==> src/rtl/synth_pkg.sv <==
// Shared definitions for the multi-voice phase accumulator.
//   state_t               : scheduler FSM state encoding (IDLE / COMPUTE / OUTPUT)
//   C_VOICES_DEFAULT      : default number of time-multiplexed voices
//   C_PHASE_WIDTH_DEFAULT : default width of phase and frequency words
package synth_pkg;

  localparam int C_VOICES_DEFAULT      = 16;
  localparam int C_PHASE_WIDTH_DEFAULT = 32;

  typedef enum logic [1:0] {
    IDLE    = 2'd0,
    COMPUTE = 2'd1,
    OUTPUT  = 2'd2
  } state_t;

endpackage : synth_pkg

==> src/rtl/cl_adder.sv <==
// Unsigned adder with carry in and carry out.
//   a, b : C_WIDTH-bit operands
//   cin  : carry in
//   sum  : C_WIDTH-bit sum (mod 2^C_WIDTH)
//   cout : carry out (bit C_WIDTH of the full-precision result)
// Written behaviourally so synthesis can choose the carry structure.
module cl_adder #(
  parameter int C_WIDTH = 32
) (
  input  logic [C_WIDTH-1:0] a,
  input  logic [C_WIDTH-1:0] b,
  input  logic               cin,
  output logic [C_WIDTH-1:0] sum,
  output logic               cout
);

  logic [C_WIDTH:0] full_s;

  // Full-precision sum; the extra MSB is the carry out.
  always_comb begin
    full_s = {1'b0, a} + {1'b0, b} + {{C_WIDTH{1'b0}}, cin};
  end

  assign sum  = full_s[C_WIDTH-1:0];
  assign cout = full_s[C_WIDTH];

endmodule : cl_adder

==> src/rtl/phase_acc_multi.sv <==
// Time-multiplexed phase accumulator for C_VOICES voices.
// Each slot takes two cycles: COMPUTE reads the voice's phase and
// frequency and registers phase+freq, OUTPUT presents the pre-increment
// phase with a valid/ready handshake and writes the sum back on accept.
//   clk, reset_n   : clock, synchronous active-low reset
//   enable         : run request for the voice scheduler
//   voice_en       : per-voice gate; a low bit makes that voice silent
//   freq_wr_*      : frequency-word write port; freq_wr_clr also zeroes the phase
//   phase_valid/ready : output slot handshake
//   phase_voice    : voice index of the current slot
//   phase_out      : voice phase before this frame's increment
//   phase_wrap     : the increment of this slot overflows the phase word
//   frame_done     : one-cycle pulse after the last voice is accepted
module phase_acc_multi
  import synth_pkg::*;
#(
  parameter int C_VOICES      = C_VOICES_DEFAULT,
  parameter int C_PHASE_WIDTH = C_PHASE_WIDTH_DEFAULT
) (
  input  logic                         clk,
  input  logic                         reset_n,
  input  logic                         enable,
  input  logic [C_VOICES-1:0]          voice_en,
  input  logic                         freq_wr_en,
  input  logic [$clog2(C_VOICES)-1:0]  freq_wr_addr,
  input  logic [C_PHASE_WIDTH-1:0]     freq_wr_data,
  input  logic                         freq_wr_clr,
  output logic                         phase_valid,
  input  logic                         phase_ready,
  output logic [$clog2(C_VOICES)-1:0]  phase_voice,
  output logic [C_PHASE_WIDTH-1:0]     phase_out,
  output logic                         phase_wrap,
  output logic                         frame_done
);

  localparam int                 C_IDX_W      = $clog2(C_VOICES);
  localparam logic [C_IDX_W-1:0] C_LAST_VOICE = C_IDX_W'(C_VOICES - 1);

  state_t                    state_r;
  state_t                    state_next_s;
  logic                      compute_s;
  logic                      accept_s;

  logic [C_IDX_W-1:0]        v_r;
  logic [C_PHASE_WIDTH-1:0]  phase_mem_r [C_VOICES];
  logic [C_PHASE_WIDTH-1:0]  freq_mem_r  [C_VOICES];
  logic [C_PHASE_WIDTH-1:0]  phase_rd_s;
  logic [C_PHASE_WIDTH-1:0]  freq_rd_s;
  logic [C_PHASE_WIDTH-1:0]  add_sum_s;
  logic                      add_cout_s;

  logic [C_PHASE_WIDTH-1:0]  sum_r;
  logic [C_PHASE_WIDTH-1:0]  phase_out_r;
  logic                      wrap_r;
  logic [C_IDX_W-1:0]        voice_r;
  logic                      valid_r;
  logic                      frame_done_r;

  // Scheduler state register.
  always_ff @(posedge clk) begin
    if (!reset_n) begin
      state_r <= IDLE;
    end else begin
      state_r <= state_next_s;
    end
  end

  // Scheduler next-state logic.
  always_comb begin
    state_next_s = state_r;
    case (state_r)
      IDLE: begin
        if (enable) begin
          state_next_s = COMPUTE;
        end else begin
          state_next_s = IDLE;
        end
      end
      COMPUTE: begin
        state_next_s = OUTPUT;
      end
      OUTPUT: begin
        if (!phase_ready) begin
          state_next_s = OUTPUT;
        end else if (enable) begin
          state_next_s = COMPUTE;
        end else begin
          state_next_s = IDLE;
        end
      end
      default: begin
        state_next_s = IDLE;
      end
    endcase
  end

  // Scheduler control strobes.
  always_comb begin
    compute_s = 1'b0;
    accept_s  = 1'b0;
    case (state_r)
      COMPUTE: begin
        compute_s = 1'b1;
      end
      OUTPUT: begin
        if (phase_ready) begin
          accept_s = 1'b1;
        end else begin
          accept_s = 1'b0;
        end
      end
      default: begin
        compute_s = 1'b0;
        accept_s  = 1'b0;
      end
    endcase
  end

  assign phase_rd_s = phase_mem_r[v_r];
  assign freq_rd_s  = freq_mem_r[v_r];

  cl_adder #(
    .C_WIDTH (C_PHASE_WIDTH)
  ) u_adder (
    .a    (phase_rd_s),
    .b    (freq_rd_s),
    .cin  (1'b0),
    .sum  (add_sum_s),
    .cout (add_cout_s)
  );

  // Slot datapath: captured in COMPUTE, held through OUTPUT until the next COMPUTE.
  always_ff @(posedge clk) begin
    if (!reset_n) begin
      v_r          <= {C_IDX_W{1'b0}};
      voice_r      <= {C_IDX_W{1'b0}};
      sum_r        <= {C_PHASE_WIDTH{1'b0}};
      phase_out_r  <= {C_PHASE_WIDTH{1'b0}};
      wrap_r       <= 1'b0;
      valid_r      <= 1'b0;
      frame_done_r <= 1'b0;
    end else begin
      valid_r      <= (state_next_s == OUTPUT);
      frame_done_r <= accept_s && (v_r == C_LAST_VOICE);
      if (compute_s) begin
        voice_r <= v_r;
        // A gated voice is silent and its stored phase collapses to zero.
        if (voice_en[v_r]) begin
          phase_out_r <= phase_rd_s;
          sum_r       <= add_sum_s;
          wrap_r      <= add_cout_s;
        end else begin
          phase_out_r <= {C_PHASE_WIDTH{1'b0}};
          sum_r       <= {C_PHASE_WIDTH{1'b0}};
          wrap_r      <= 1'b0;
        end
      end
      if (accept_s) begin
        v_r <= v_r + C_IDX_W'(1);
      end
    end
  end

  // Phase and frequency storage; note-on clear is applied after the
  // writeback so it wins when both target the same voice.
  always_ff @(posedge clk) begin
    if (!reset_n) begin
      for (int i = 0; i < C_VOICES; i++) begin
        phase_mem_r[i] <= {C_PHASE_WIDTH{1'b0}};
        freq_mem_r[i]  <= {C_PHASE_WIDTH{1'b0}};
      end
    end else begin
      if (accept_s) begin
        phase_mem_r[v_r] <= sum_r;
      end
      if (freq_wr_en) begin
        freq_mem_r[freq_wr_addr] <= freq_wr_data;
        if (freq_wr_clr) begin
          phase_mem_r[freq_wr_addr] <= {C_PHASE_WIDTH{1'b0}};
        end
      end
    end
  end

  assign phase_valid = valid_r;
  assign phase_voice = voice_r;
  assign phase_out   = phase_out_r;
  assign phase_wrap  = wrap_r;
  assign frame_done  = frame_done_r;

endmodule : phase_acc_multi

==> config.mk <==
export PLATFORM = sky130hd
export DESIGN_NAME = phase_acc_multi
export DESIGN_NICKNAME = d
export VERILOG_FILES = /design/src/rtl/synth_pkg.sv /design/src/rtl/cl_adder.sv /design/src/rtl/phase_acc_multi.sv
export SDC_FILE = /design/constraint.sdc
export NUM_CORES = 2
export LEC_CHECK = 0
export ABC_AREA = 1
export ABC_CLOCK_PERIOD_IN_PS = 5000
export CAP_MARGIN = 20
export CORE_ASPECT_RATIO = 1.5
export CORE_MARGIN = 1.5
export CORE_UTILIZATION = 57
export CTS_CLUSTER_SIZE = 24
export DETAILED_ROUTE_END_ITERATION = 8
export GPL_TIMING_DRIVEN = 0
export PLACE_DENSITY = 0.74
export SYNTH_ARGS = -nofsm -noshare
export SYNTH_HDL_FRONTEND = slang
export SYNTH_HIERARCHICAL = 1
export SYNTH_SLANG_ARGS = --single-unit
==> constraint.sdc <==
create_clock -name clk -period 5 [get_ports clk]
set_input_delay 0.75 -clock clk [delete_from_list [all_inputs] [get_ports clk]]
set_output_delay 0.75 -clock clk [all_outputs]
set_load 0.01 [all_outputs]
Word level (Yosys, flattened, before mapping). Memories as Yosys holds them, arrays and structs flattened. A register that Yosys moved wholly into a read port is not among the register bits. Cells that the tools add are included. W data, S select, Z words.

Flip-flop bits (word level): 77. Memory bits (writable): 1024. Output and inout port bits: 39. Memories kept: 2.

Memory list: freq_mem_r (words 16, width 32, read ports 1, clocked after Yosys merged registers in 1, wr ports 16, line phase_acc_multi.sv:46) `logic [C_PHASE_WIDTH-1:0] freq_mem_r [C_VOICES];`; phase_mem_r (words 16, width 32, read ports 1, clocked after Yosys merged registers in 1, wr ports 16, line phase_acc_multi.sv:45) `logic [C_PHASE_WIDTH-1:0] phase_mem_r [C_VOICES];`.

Add/sub/neg operators: 2. $lt $le $gt $ge: 1. Equal/unequal tests: 4. Mux-type cells: 35. Reductions and logical operators: 5.

Operators with widths (count): $mux W32 (5); $reduce_or A32 Y1 (3); $add A32 B32 Y33 (1); $mux W4 (7); $mux W1 (20); $pmux W2 S3 (1); $lt A4 B5 Y1 const B (1); $add A4 B1 Y4 const B (1); $bmux W1 S4 (1); $eq A2 B2 Y1 const B (2); $eq A4 B4 Y1 const B (1); $eq A2 B1 Y1 const B (1); $logic_not A2 Y1 (1); $mux W2 (1); $logic_and A1 B1 Y1 (1).

Depth between registers and ports, before layout.
Word-level depth: 7. Mapped depth: 24.

Modules after synthesis. The synthesis kept the hierarchy.

By module, submodules not included: phase_acc_multi (instances 1, cells each 6286, area an instance 50295.7 µm², sequential area each 27246.1 µm²); cl_adder (instances 1, cells each 505, area an instance 2393.5 µm², sequential area each 0.0 µm²).

Worst setup path after synthesis. OpenSTA, ideal clock, no wires.

Kind: register to register. Start point: register (tool-made name). End point: register sum_r[28]. Setup time: 0.132 ns. Arrival time: 3.148 ns. Data required time: 4.868 ns. Path slack: 1.719 ns. Cell stages (with the launch flop): 24. Path buffers: 5. Period minus slack after synthesis: 3.281 ns. Path through: dfxtp_1 buf_4 buf_4 buf_4 buf_4 clkbuf_1 nor2_1 o22ai_1 o211ai_1 nand2_1 fa_1 fa_1 nand3_1 nand3_1 nand2_1 nand2_2 nand2_1 nand2_2 nand2_1 nand2_1 nand2_1 nand2_1 nand3_1 a21oi_1.

RTL lines: to (signal assigned) (line phase_acc_multi.sv:137) `sum_r <= {C_PHASE_WIDTH{1'b0}};`; to (signal assigned) (line phase_acc_multi.sv:150) `sum_r <= add_sum_s;`; to (signal assigned) (line phase_acc_multi.sv:154) `sum_r <= {C_PHASE_WIDTH{1'b0}};`; to (decl) (line phase_acc_multi.sv:52) `logic [C_PHASE_WIDTH-1:0] sum_r;`.

==> impl_metrics.tcl <==
set metrics [dict create \
    status "complete, but fails checks" \
    violations "DRC, setup timing" \
    fin_crit_ps 5070 \
    reg2regPathDepth 21 \
    m1WireLength_um 64900 \
    setup_tns_ps -214 \
    yosys_most_used_dff "dfxtp_1" \
    clock_path_buffers 3 \
    drt_iter0_drc 7722 \
    track_usage 0.469 \
    avgRoutedWirePerCell_um 26.7 \
    path_clk_slew_ps 60 \
    crit_family "simple AND/OR/NAND/NOR gates" \
    pre_cts_slack_ps -407 \
    overflow 0 \
    worst_skew_pair.late_latency_ps 760 \
    grt_pass1_wl_um 318000 \
    ys_warn_count 6 \
    wl_met3_um 28600 \
    max-slew-margin-rel 0.0476 \
    fin_worst_skew_ps 29.0 \
    max_cap_violations 0 \
    post-synth-top-count-cell "nor2_1" \
    fillCellCount 7972 \
    numCtsBuffers 104 \
    dp_hpwl_um 159000 \
    tightestPinTransition_ps 1420 \
    via_per_inst 6.21 \
    synth_edf_count 512 \
    p_leak_nw 23.4 \
    setup_slack_ps -73.0 \
    netlist_top_cells_count "nor2_1 (1,281), inv_1 (1,119), nand2_1 (952), dfxtp_1 (593), nand3_1 (590)" \
    io_pins 97 \
    holdBufCountCts 0 \
    first_pass_iters 9 \
    cts_tree "yes" \
    p_int_mw 15.1 \
    post-place-cells 8082 \
    post_cts_buffers 0 \
    p_total_mw 20.2 \
    synth-seq-area-share 0.517 \
    critPathRequiredTime_ps 5580 \
    antenna_left 0 \
    gp_congestion 1.14 \
    initial_utilization 0.576 \
    vias 51500 \
    die_width_um 251 \
    die_h_um 375 \
    irDropWorstVdd_uv 388 \
    area_growth_pct 13.0 \
    critical_path_class "flip-flop to flip-flop" \
    pwr_density_cell_nw_per_um2 340 \
    p_clk_frac 0.430 \
    crit_chain "buf_2, inv_1, buf_2, buf_1, nand3_1, nand3_1, nand3_1, nand2_1, ha_1, nand2_1, inv_1, nand2_1, inv_1, a21oi_1, nand2_2, nand2_1, nand2_1, nand2_1, nand2_1, nand3_1, a21oi_1" \
    hold_start "phase_out[14]" \
    grt_max_degree 30 \
    syn_area_um2 52700 \
    final_cells 8302 \
    start_kind "flip-flop" \
    setup_viol 7 \
    cp-end-kind "flip-flop" \
    die-area_um2 94300 \
    r2r-end "sum_r[30]" \
    multiInputGateArea_um2 19100 \
    regArea_um2 27200 \
    synth.distinct_cells 32 \
    cp.depth 21 \
    seqPwrFrac 0.484 \
    drive_above_1_share 0.0582 \
    crit_buf_inv 6 \
    wl_um 222000 \
    yosysTopAreaCell "edfxtp_1" \
    synth_cells 6791 \
    crit_arrival_ps 5650 \
    yosysTopAreaCellShare 0.292 \
    holdPathStages 2 \
    combPwrFrac 0.085 \
    portBuffers 96 \
    cts.root.buffer_cell "clkbuf_16" \
    ys_ff_latch 1105 \
    min_to "phase_out[14]" \
    slowest_stage "buf_1" \
    p_sw_mw 5.11 \
    syn_nets 6886 \
    synthArstFlopShare 0 \
    cts_sinks 1105 \
    antenna_found_initial 11 \
    hold_path.class "flip-flop to flip-flop" \
    maxSlewViolCount 0 \
    h-tree-depth 3 \
    post-route-drc-count 106 \
    avgSynthCellArea_um2 7.76 \
    cp_max_fo 10 \
    ys_top_cells_by_area "edfxtp_1 (29%), dfxtp_1 (23%), nor2_1 (9.1%)" \
    worst_path_most_repeated_cell "nand2_1" \
    hold_viol_final 0 \
    highest_layer "met5" \
    core_area_um2 91500 \
    wl_met2_um 99200 \
    max_freq_ghz 0.197 \
    r2r_slack_ps -70 \
    fp-row-count 136 \
    grt_pass1_vias 49400 \
    swShare 0.253 \
    fin_crit_sh 1.01 \
    final_nets 7122 \
    crit_path_max_incr_delay_ps 870 \
]
power groups by stage:
stage / clock [mW] / combinational [mW] / sequential, mW
floorplan: 0 / 0.898 / 9.96
global placement: 0 / 1.54 / 9.99
detailed placement: 0 / 1.60 / 9.99
CTS: 8.61 / 1.61 / 9.79
global route: 8.98 / 1.78 / 9.81
finish: 8.70 / 1.72 / 9.80
metrics by stage:
stage | util | area [µm²] | hold WS, ps
floorplan | - | 52700 | 460
global placement | 0.602 | 55100 | 455
detailed placement | 0.607 | 55600 | 457
CTS | 0.647 | 59300 | 467
global route | 0.650 | 59500 | 474
finish | 0.651 | 59600 | 464
cell families (layout without fill, tap and decap cells):
logic type,after synthesis,count (layout),share of synthesized area
compound gates,1095,1095,0.125
xor+xnor,15,15,0.00249
fa+ha+maj,37,37,0.00907
buf+inv,1646,1970,0.121
flops,1105,1105,0.517
other cells,1,15,0.0000712
simple gates,2892,2892,0.224
flip-flops by register name, summed over array words and instances (netlist names), named ones only:
signal / count
phase_mem_r: 512
v_r: 4
freq_mem_r: 512
phase_voice: 4
frame_done: 1
sum_r: 32
phase_out: 32
phase_wrap: 1
state_r: 2
phase_valid: 1
what timing repair did:
action | 4_1_cts | 5_1_grt
cloned | 0 | 0
gates resized for setup | 2 | 40
endpoints found under the setup margin | 21 | 15
how the worst max path moves through the flow:
stage / end / slack, ps
finish: sum_r[30] / -70
global route: phase_wrap / -20
floorplan: sum_r[28] / 1720
detailed placement: phase_wrap / -410
CTS: phase_wrap / 20
global placement: freq_mem_r[7][22] / -540
layer usage:
layer,up-vias,global-route usage
met2,4032,0.740
met1,23400,0.468
met5,-,0.00312
met4,6,0.495
met3,1483,0.158
li1,22500,-
layout by cell type, fill, tap and decap left out, types with 4 or more instances in the layout:
cell type        instances
nor2_1                1280
inv_1                 1119
nand2_1                936
dfxtp_1                592
nand3_1                590
edfxtp_1               512
o22ai_1                487
clkbuf_1               341
o21ai_0                288
a21oi_1                158
buf_2                  122
clkbuf_16              111
clkdlybuf4s50_1         96
o221ai_1                91
o211ai_1                69
nand4_1                 36
ha_1                    35
buf_1                   30
clkinv_2                28
nand2_2                 22
buf_4                   18
bufinv_16               16
diode_2                 14
xor2_1                  14
clkbuf_2                13
nand3_2                 12
buf_12                  12
buf_8                   12
clkbuf_8                11
clkinv_1                 9
inv_2                    8
buf_6                    6
buf_16                   5
nor3_1                   5
clkdlybuf4s15_1          4
nor3_2                   4
nor2_2                   4
cell type report:
type | count | share of cell area
antenna | 14 | 0.000588
buffer | 517 | 0.0370
clock buffer | 132 | 0.0494
clock inverter | 62 | 0.0124
inverter | 1127 | 0.0710
multi-input combinational | 4040 | 0.320
sequential | 1105 | 0.457
tap | 1173 | 0.0246
timing repair buffer | 132 | 0.0271
worst min-delay path: stages (launching register included):
cell	delay, ps
dfxtp_1	310
nand2_1	60
a21oi_1	50
Power figures use the tool's default switching activity.
